File: config.mk
export PLATFORM = sky130hd
export DESIGN_NAME = rr_mux
export DESIGN_NICKNAME = d
export VERILOG_FILES = /design/src/rtl/rr_mux_pkg.sv /design/src/rtl/rr_arbiter.sv /design/src/rtl/rr_mux.sv
export SDC_FILE = /design/constraint.sdc
export NUM_CORES = 1
export LEC_CHECK = 0
export BUFFER_PORTS_ARGS = -buffer_cell sky130_fd_sc_hd__buf_4
export CORE_ASPECT_RATIO = 0.75
export CORE_MARGIN = 5
export CORE_UTILIZATION = 51
export DETAILED_ROUTE_END_ITERATION = 10
export GPL_ROUTABILITY_DRIVEN = 0
export PLACE_DENSITY = 0.84
export SYNTH_ARGS = -nofsm -noshare
export SYNTH_HDL_FRONTEND = slang
export SYNTH_SLANG_ARGS = --single-unit
File: constraint.sdc
create_clock -name clk -period 3.65 [get_ports clk]
set_clock_uncertainty 0.15 [all_clocks]
set_input_delay 0.5475 -clock clk [delete_from_list [all_inputs] [get_ports clk]]
set_output_delay 0.5475 -clock clk [all_outputs]
set_load 0.02 [all_outputs]
File: src/rtl/rr_mux_pkg.sv
// Shared defaults and select-width helper for the round-robin output mux.
package rr_mux_pkg;

  localparam int DEF_WIDTH     = 4;
  localparam int DEF_NCH       = 4;
  localparam int DEF_MAX_BURST = 4;

  function automatic int sel_w(input int n);
    return (n <= 2) ? 1 : $clog2(n);
  endfunction

endpackage

File: src/rtl/rr_arbiter.sv
// Round-robin grant: scans req starting one past last_grant, wrapping at NCH-1.
module rr_arbiter
  import rr_mux_pkg::*;
#(
  parameter  int NCH = DEF_NCH,
  localparam int SW  = sel_w(NCH)
) (
  input  logic [NCH-1:0] req,
  input  logic [SW-1:0]  last_grant,
  output logic [NCH-1:0] grant,
  output logic [SW-1:0]  grant_idx
);

  logic [SW-1:0] idx;
  logic          found;

  // Visits every channel once; last_grant itself is the final candidate.
  always_comb begin
    grant     = '0;
    grant_idx = '0;
    found     = 1'b0;
    idx       = last_grant;
    for (int i = 0; i < NCH; i++) begin
      idx = (idx == SW'(NCH - 1)) ? '0 : idx + SW'(1);
      if (!found && req[idx]) begin
        found      = 1'b1;
        grant[idx] = 1'b1;
        grant_idx  = idx;
      end
    end
  end

endmodule

File: src/rtl/rr_mux.sv
// Round-robin N:1 mux with a single registered output stage.
// Define RR_MUX_HOLD_EN to let a granted channel keep the grant for up to MAX_BURST beats.
module rr_mux
  import rr_mux_pkg::*;
#(
  parameter int WIDTH     = DEF_WIDTH,
  parameter int NCH       = DEF_NCH,
  parameter int MAX_BURST = DEF_MAX_BURST
) (
  input  logic                   clk,
  input  logic                   reset,
  input  logic [NCH-1:0]         in_valid,
  input  logic [NCH*WIDTH-1:0]   in_data,
  output logic [NCH-1:0]         in_ready,
  output logic                   out_valid,
  output logic [WIDTH-1:0]       out_data,
  output logic [sel_w(NCH)-1:0]  out_sel,
  input  logic                   out_ready
);

  localparam int SW = sel_w(NCH);

  if (NCH < 2 || NCH > 16 || MAX_BURST < 1 || MAX_BURST > 15) begin : g_bad_param
    $error("rr_mux: parameter out of range");
  end

  logic                 load_en;
  logic [SW-1:0]        last_grant;
  logic [NCH-1:0]       req_arb;
  logic [NCH-1:0]       grant;
  logic [SW-1:0]        grant_idx;
  logic [WIDTH-1:0]     ch_data [NCH];

  for (genvar g = 0; g < NCH; g++) begin : g_ch
    assign ch_data[g] = in_data[g*WIDTH +: WIDTH];
  end

  assign load_en = !out_valid || out_ready;

`ifdef RR_MUX_HOLD_EN
  logic [3:0] burst_left;
  logic       hold;
  logic       xfer;

  // While holding, only the owner is offered to the arbiter, so it wins after a full scan.
  assign hold    = (burst_left != 4'd0) && in_valid[last_grant];
  assign req_arb = hold ? (NCH'(1) << last_grant) : in_valid;
  assign xfer    = |in_ready;

  always_ff @(posedge clk) begin
    if (reset) begin
      burst_left <= 4'd0;
    end else if (xfer) begin
      burst_left <= hold ? burst_left - 4'd1 : 4'(MAX_BURST - 1);
    end
  end
`else
  assign req_arb = in_valid;
`endif

  rr_arbiter #(.NCH(NCH)) u_arb (
    .req        (req_arb),
    .last_grant (last_grant),
    .grant      (grant),
    .grant_idx  (grant_idx)
  );

  assign in_ready = (reset || !load_en) ? '0 : grant;

  always_ff @(posedge clk) begin
    if (reset) begin
      out_valid  <= 1'b0;
      out_data   <= '0;
      out_sel    <= '0;
      last_grant <= SW'(NCH - 1);
    end else if (load_en) begin
      out_valid <= |in_valid;
      if (|in_valid) begin
        out_data   <= ch_data[grant_idx];
        out_sel    <= grant_idx;
        last_grant <= grant_idx;
      end
    end
  end

endmodule

==> Word-level counts from Yosys, hierarchy flattened <==
Cells that the tools add are included.
{ "totals": {"register_bits": 9, "input_bits": 23, "output_inout_bits": 11, "word_cells": 76} }
{ "op_classes": {"add_sub_neg": 4, "n_lt_le_gt_ge": 9, "n_eq_ne": 4, "mux": 35, "bitwise_logic": 4, "n_reduce_logical": 16} }
{ "ops": {"columns": ["cell", "count"], "rows": [
  ["$mux W4", 7],
  ["$mux W2", 8],
  ["$lt A2 B3 Y1 const B", 4],
  ["$or A4 B4 Y4", 3],
  ["$mux W1", 11],
  ["$add A2 B1 Y2 const B", 4],
  ["$bmux W1 S2", 4],
  ["$bmux W4 S2", 1],
  ["$demux W1 S2", 4],
  ["$eq A2 B2 Y1 const B", 4],
  ["$ge A2 B1 Y1 const B", 4],
  ["$logic_and A1 B1 Y1", 7],
  ["$logic_not A1 Y1", 5],
  ["$reduce_or A4 Y1", 1],
  ["$ge A3 B3 Y1 const B", 1],
  ["$not A2 Y3", 1],
  ["$logic_or A1 B1 Y1", 2],
  ["$reduce_and A2 Y1", 1]
]} }

==> Longest topological paths before layout <==
{ "logic_depth": {"depth_word": 18, "mapped_depth": 9, "depth_no_buf": 7} }

==> By module <==
From an unflattened synthesis, not the netlist that was laid out.
{ "unflattened": {"cells_unflattened": 124, "area_unflattened_um2": 1048.5} }
{ "by_module_without_submodules": {"columns": ["mod", "instances", "cells_each", "area_each_um2", "seq_area_each_um2"], "rows": [
  ["rr_arbiter", 1, 75, 555.5, 0.0],
  ["rr_mux", 1, 49, 493.0, 180.2]
]} }

==> Least setup slack after synthesis <==
Ideal clock, no wire load.
{ "synth_path": {"kind": "reg2out", "from": "register last_grant[0]", "to": "output in_ready[0]", "arrival_ns": 2.316, "required_time_ns": 2.952, "slack_ns": 0.636, "stages_incl_launch_ff": 9, "n_path_buf": 2, "path_cell_list": "dfxtp_1 -> buf_2 -> inv_2 -> ha_1 -> clkbuf_1 -> o21ba_1 -> a311oi_1 -> a22o_1 -> a221o_1"} }
{ "synth_between": {"elab_chain_cells": 15, "word_cells_on_any_way": 57, "cone_classes": "add/sub: 4; order compare: 8; eq/ne: 4; mux: 28; bitwise: 3; reduce/logical: 10"} }
{ "synth_rtl": {"columns": ["item", "line_no", "rtl"], "rows": [
  ["start, declared", "rr_mux.sv:28", "logic [SW-1:0] last_grant;"],
  ["start signal, assigned", "rr_mux.sv:75", "last_grant <= SW'(NCH - 1);"],
  ["start signal, assigned", "rr_mux.sv:81", "last_grant <= grant_idx;"],
  ["$add A2 B1 Y2 or $eq A2 B2 Y1 (tied branches)", "rr_arbiter.sv:24", "idx = (idx == SW'(NCH - 1)) ? '0 : idx + SW'(1);"],
  ["$mux W2 (*)", "rr_arbiter.sv:24", null],
  ["$add A2 B1 Y2 (tied with other cells)", "rr_arbiter.sv:24", null],
  ["$mux W2 or $mux W1 (tied branches)", "rr_arbiter.sv:24, rr_arbiter.sv:25", null],
  ["$add A2 B1 Y2 (tied with other cells)", "rr_arbiter.sv:24", null],
  ["$mux W2 (tied with other cells)", "rr_arbiter.sv:24", null],
  ["$add A2 B1 Y2 (tied with other cells)", "rr_arbiter.sv:24", null],
  ["$mux W2 (tied with other cells)", "rr_arbiter.sv:24", null],
  ["$lt A2 B3 Y1 (not written as such) (tied with other cells)", "rr_arbiter.sv:27", "grant[idx] = 1'b1;"],
  ["$logic_and A1 B1 Y1 (not written as such) (tied with other cells)", "rr_arbiter.sv:27", null],
  ["$mux W1 (not written as such) (tied with other cells)", "rr_arbiter.sv:27", null],
  ["$demux W1 S2 (tied with other cells)", null, null],
  ["$or A4 B4 Y4 (no source line) or $logic_and A1 B1 Y1 (tied branches)", null, null],
  ["$mux W4 (*)", "rr_arbiter.sv:25", "if (!found && req[idx]) begin"],
  ["$mux W4 (*)", "rr_mux.sv:68", "assign in_ready = (reset || !load_en) ? '0 : grant;"],
  ["end, declared", "rr_mux.sv:14", "output logic [NCH-1:0] in_ready,"]
]} }
Mark *: on every way between the ends. The rest lies on a longest branch, timed or not. The select of a mux whose other input is x is not followed.

==> Worst setup path in the final report <==
{ "layout_path": {"from": "register last_grant[0]", "to": "output in_ready[1]"} }
Same word-level chain as after synthesis.

==> impl_metrics.yaml <==
worst_setup_path:
  slowest_stage: "dfxtp_2"
  cp-end-kind: "output port"
  critPathMaxFanout: 18
  worst-path-buf-inv: 2
  setup.worst_path.class: "flip-flop to output port"
  worst_path_largest_cell_delay_ns: 0.52
  cp-start-kind: "flip-flop"
  arrival_ns: 2.74
  cp_cell_sequence: "inv_2, ha_1, or3b_1, a21oi_1, o211ai_1, a21oi_1, a221o_1, buf_4"
  worstPathRequired_ns: 2.95
  crit_path_frequent_cell: "a21oi_1"
  crit_family: "compound AO/OA/AOI/OAI gates"
clock_network:
  ctsRootBufferMaster: "clkbuf_4"
  numCtsBuffers: 3
  cts_buffer_depth: 2
  hold_buffers: 0
  cts.sinks: 9
  cts_tree: "done"
  h-tree-depth: 1
  insertion_delay_ns: 0.27
  path_clk_slew_ns: 0.07
global_routing:
  grt_pass1_vias: 1074
  antenna_found_initial: 0
  grt_pass1_wl_mm: 5.230
  grt_util_all_layers_pct: 20.61
  grt_max_degree: 19
  grt-ovfl-total: 0
layout:
  nFillCells: 164
  stdcell_area_um2: 1335
  antenna_cells: 0
  drive_above_1_share_pct: 34.84
  area_growth_pct: 24.21
  layout.nets: 186
floorplan:
  rows: 14
  initial_utilization_pct: 53.35
  ios: 34
  core_um2: 2014
  die_h_um: 49.76
  die_w_um: 63.01
  dieArea_um2: 3135
timing:
  timing.final.crit_share_pct: 94.11
  rsz0062_at_grt: "false"
  whs_ns: 0.3395
  final.min_clock_period_ns: 3.435
  tns_ns: 0
  clock.fmax_mhz: 291.1
  slew_violations: 0
  finalSetupViolations: 0
  tightest_slew_ns: 0.5937
  slew_headroom_pct: 60.15
  hold_viol: 0
synthesis:
  yosys.area.top_type: "dfxtp_1"
  synth_top_area_share_pct: 16.76
  yosys-top-cells-count: "nor2_1 (11), a21oi_1 (9), dfxtp_1 (9)"
  syn_inst: 127
  ys.warnings.count: 0
  ys.flop_type: "dfxtp_1"
  synth_edf_count: 0
  synth_area_leaders: "dfxtp_1 (17%), a2111oi_2 (11%), ha_1 (8.1%)"
  synth_most_common_cell: "nor2_1"
  avgSynthCellArea_um2: 8.463
  synth.net_count: 157
  yosysSeqAreaShare_pct: 16.76
  netlist_area_um2: 1075
  synthDistinctLibCells: 47
  synth_seq_cells: 9
  async_flop_share_pct: 0
power_and_ir_drop:
  vdd_ir_drop_max_uv: 225.3
  p_int_uw: 275.4
  p_switching_uw: 215.9
  p_clk_share_pct: 16.7
  power_uw: 491.3
  p_per_area_nw_per_um2: 368.0
  seq_power_share_pct: 26.3
  combinationalPowerShare_pct: 57.0
  swShare_pct: 43.95
  p_leak_uw: 0.0005713
routing:
  initialDrtViolationCount: 80
  ant_nets: 0
  wl_per_cell_um: 17.20
  first_pass_iters: 4
  drt-total-wl_mm: 3.079
  drc: 0
  via_count: 1141
  viasPerCell: 6.374
place:
  dp_hpwl_mm: 2.347
  place_area_um2: 1306
  port_buffers: 33
run:
  drv_cap: 0
worst_hold_path:
  holdCritPathClass: "flip-flop to flip-flop"
status:
  status: "finished clean"
power by group through the flow:
stage                     sequential [uW]  clock [uW]  combinational [uW]
after CTS                             129        82.0                 279
after floorplan                       139           0                 190
final                                 129        82.1                 280
after detailed placement              131           0                 277
after global routing                  133        87.5                 305
after global placement                130           0                 267
sequential cells by signal, indices dropped and copies added, names as in the netlist:
signal / cells
out_data: 4
out_sel: 2
last_grant: 2
out_valid: 1
repair_timing:
| item | CTS | global route |
|---|---|---|
| setup endpoints to repair | 0 | 4 |
| resized for setup | 0 | 1 |
| hold endpoints to repair | 0 | 0 |
| buffers inserted | 0 | 0 |
layout by cell type (no fill, tap or decap), types with 3 or more instances in the layout:
master / count
a21oi_1: 9
nand2_1: 7
mux2i_1: 4
nor2_1: 11
a22o_1: 4
nand2b_1: 4
ha_1: 7
nor2b_1: 3
nor3b_1: 5
a2111oi_2: 8
buf_4: 34
dfxtp_1: 8
clkbuf_4: 3
a221o_1: 4
kinds of logic after synthesis:
group / Yosys count / share of synthesized area [%]
AO/OA/AOI/OAI: 39 / 32.94
adder cells (fa/ha/maj): 7 / 8.149
buffers and inverters: 12 / 5.703
flip-flops: 9 / 16.76
multiplexers: 5 / 4.773
AND/OR/NAND/NOR: 55 / 31.67
metal layers:
metal / track usage [%] / up-vias / share of wire, % / wire length [um]
met5: 0 / - / 0 / 0
met4: 3.534 / 0 / 2.3 / 71
met3: 5.227 / 10 / 7.8 / 241
met2: 34.64 / 53 / 48 / 1490
met1: 26.77 / 534 / 41 / 1275
li1: - / 544 / - / -
through the flow:
stage / util, % / cells / setup WS (ns)
3_3_place_gp: 64.84 / 175 / 0.4958
3_5_place_dp: 64.84 / 175 / 0.3185
6_report: 66.27 / 179 / 0.2151
2_1_floorplan: - / 127 / 0.6363
4_1_cts: 66.21 / 179 / 0.02327
5_1_grt: 66.27 / 179 / 0.02779
layout make-up:
class | count | area [um2] | area share, %
Multi-Input combinational cell | 106 | 833.3 | 62.42
Timing Repair Buffer | 34 | 255.2 | 19.12
Sequential cell | 9 | 181.4 | 13.59
Tap cell | 24 | 30.03 | 2.249
Clock buffer | 3 | 22.52 | 1.687
Inverter | 2 | 7.507 | 0.5623
Clock inverter | 1 | 5.005 | 0.3749
tightest hold or removal path, cell delays in order, from the launching register on:
cell	delay, ns
dfxtp_1	0.32
nand2_1	0.05
a21oi_1	0.06
path summary, 6_finish.rpt:
check / startpoint / to / slack (ns) / cells past startpoint
worst max-delay path: last_grant[0] / in_ready[1] / 0.22 / 8
worst min-delay path: out_sel[1] / out_sel[1] / 0.34 / 2
worst max register to register: last_grant[0] / out_data[3] / 0.65 / 7
worst min register to register: out_sel[1] / out_sel[1] / 0.34 / 2
No activity file was read; power rests on OpenSTA's default activity.
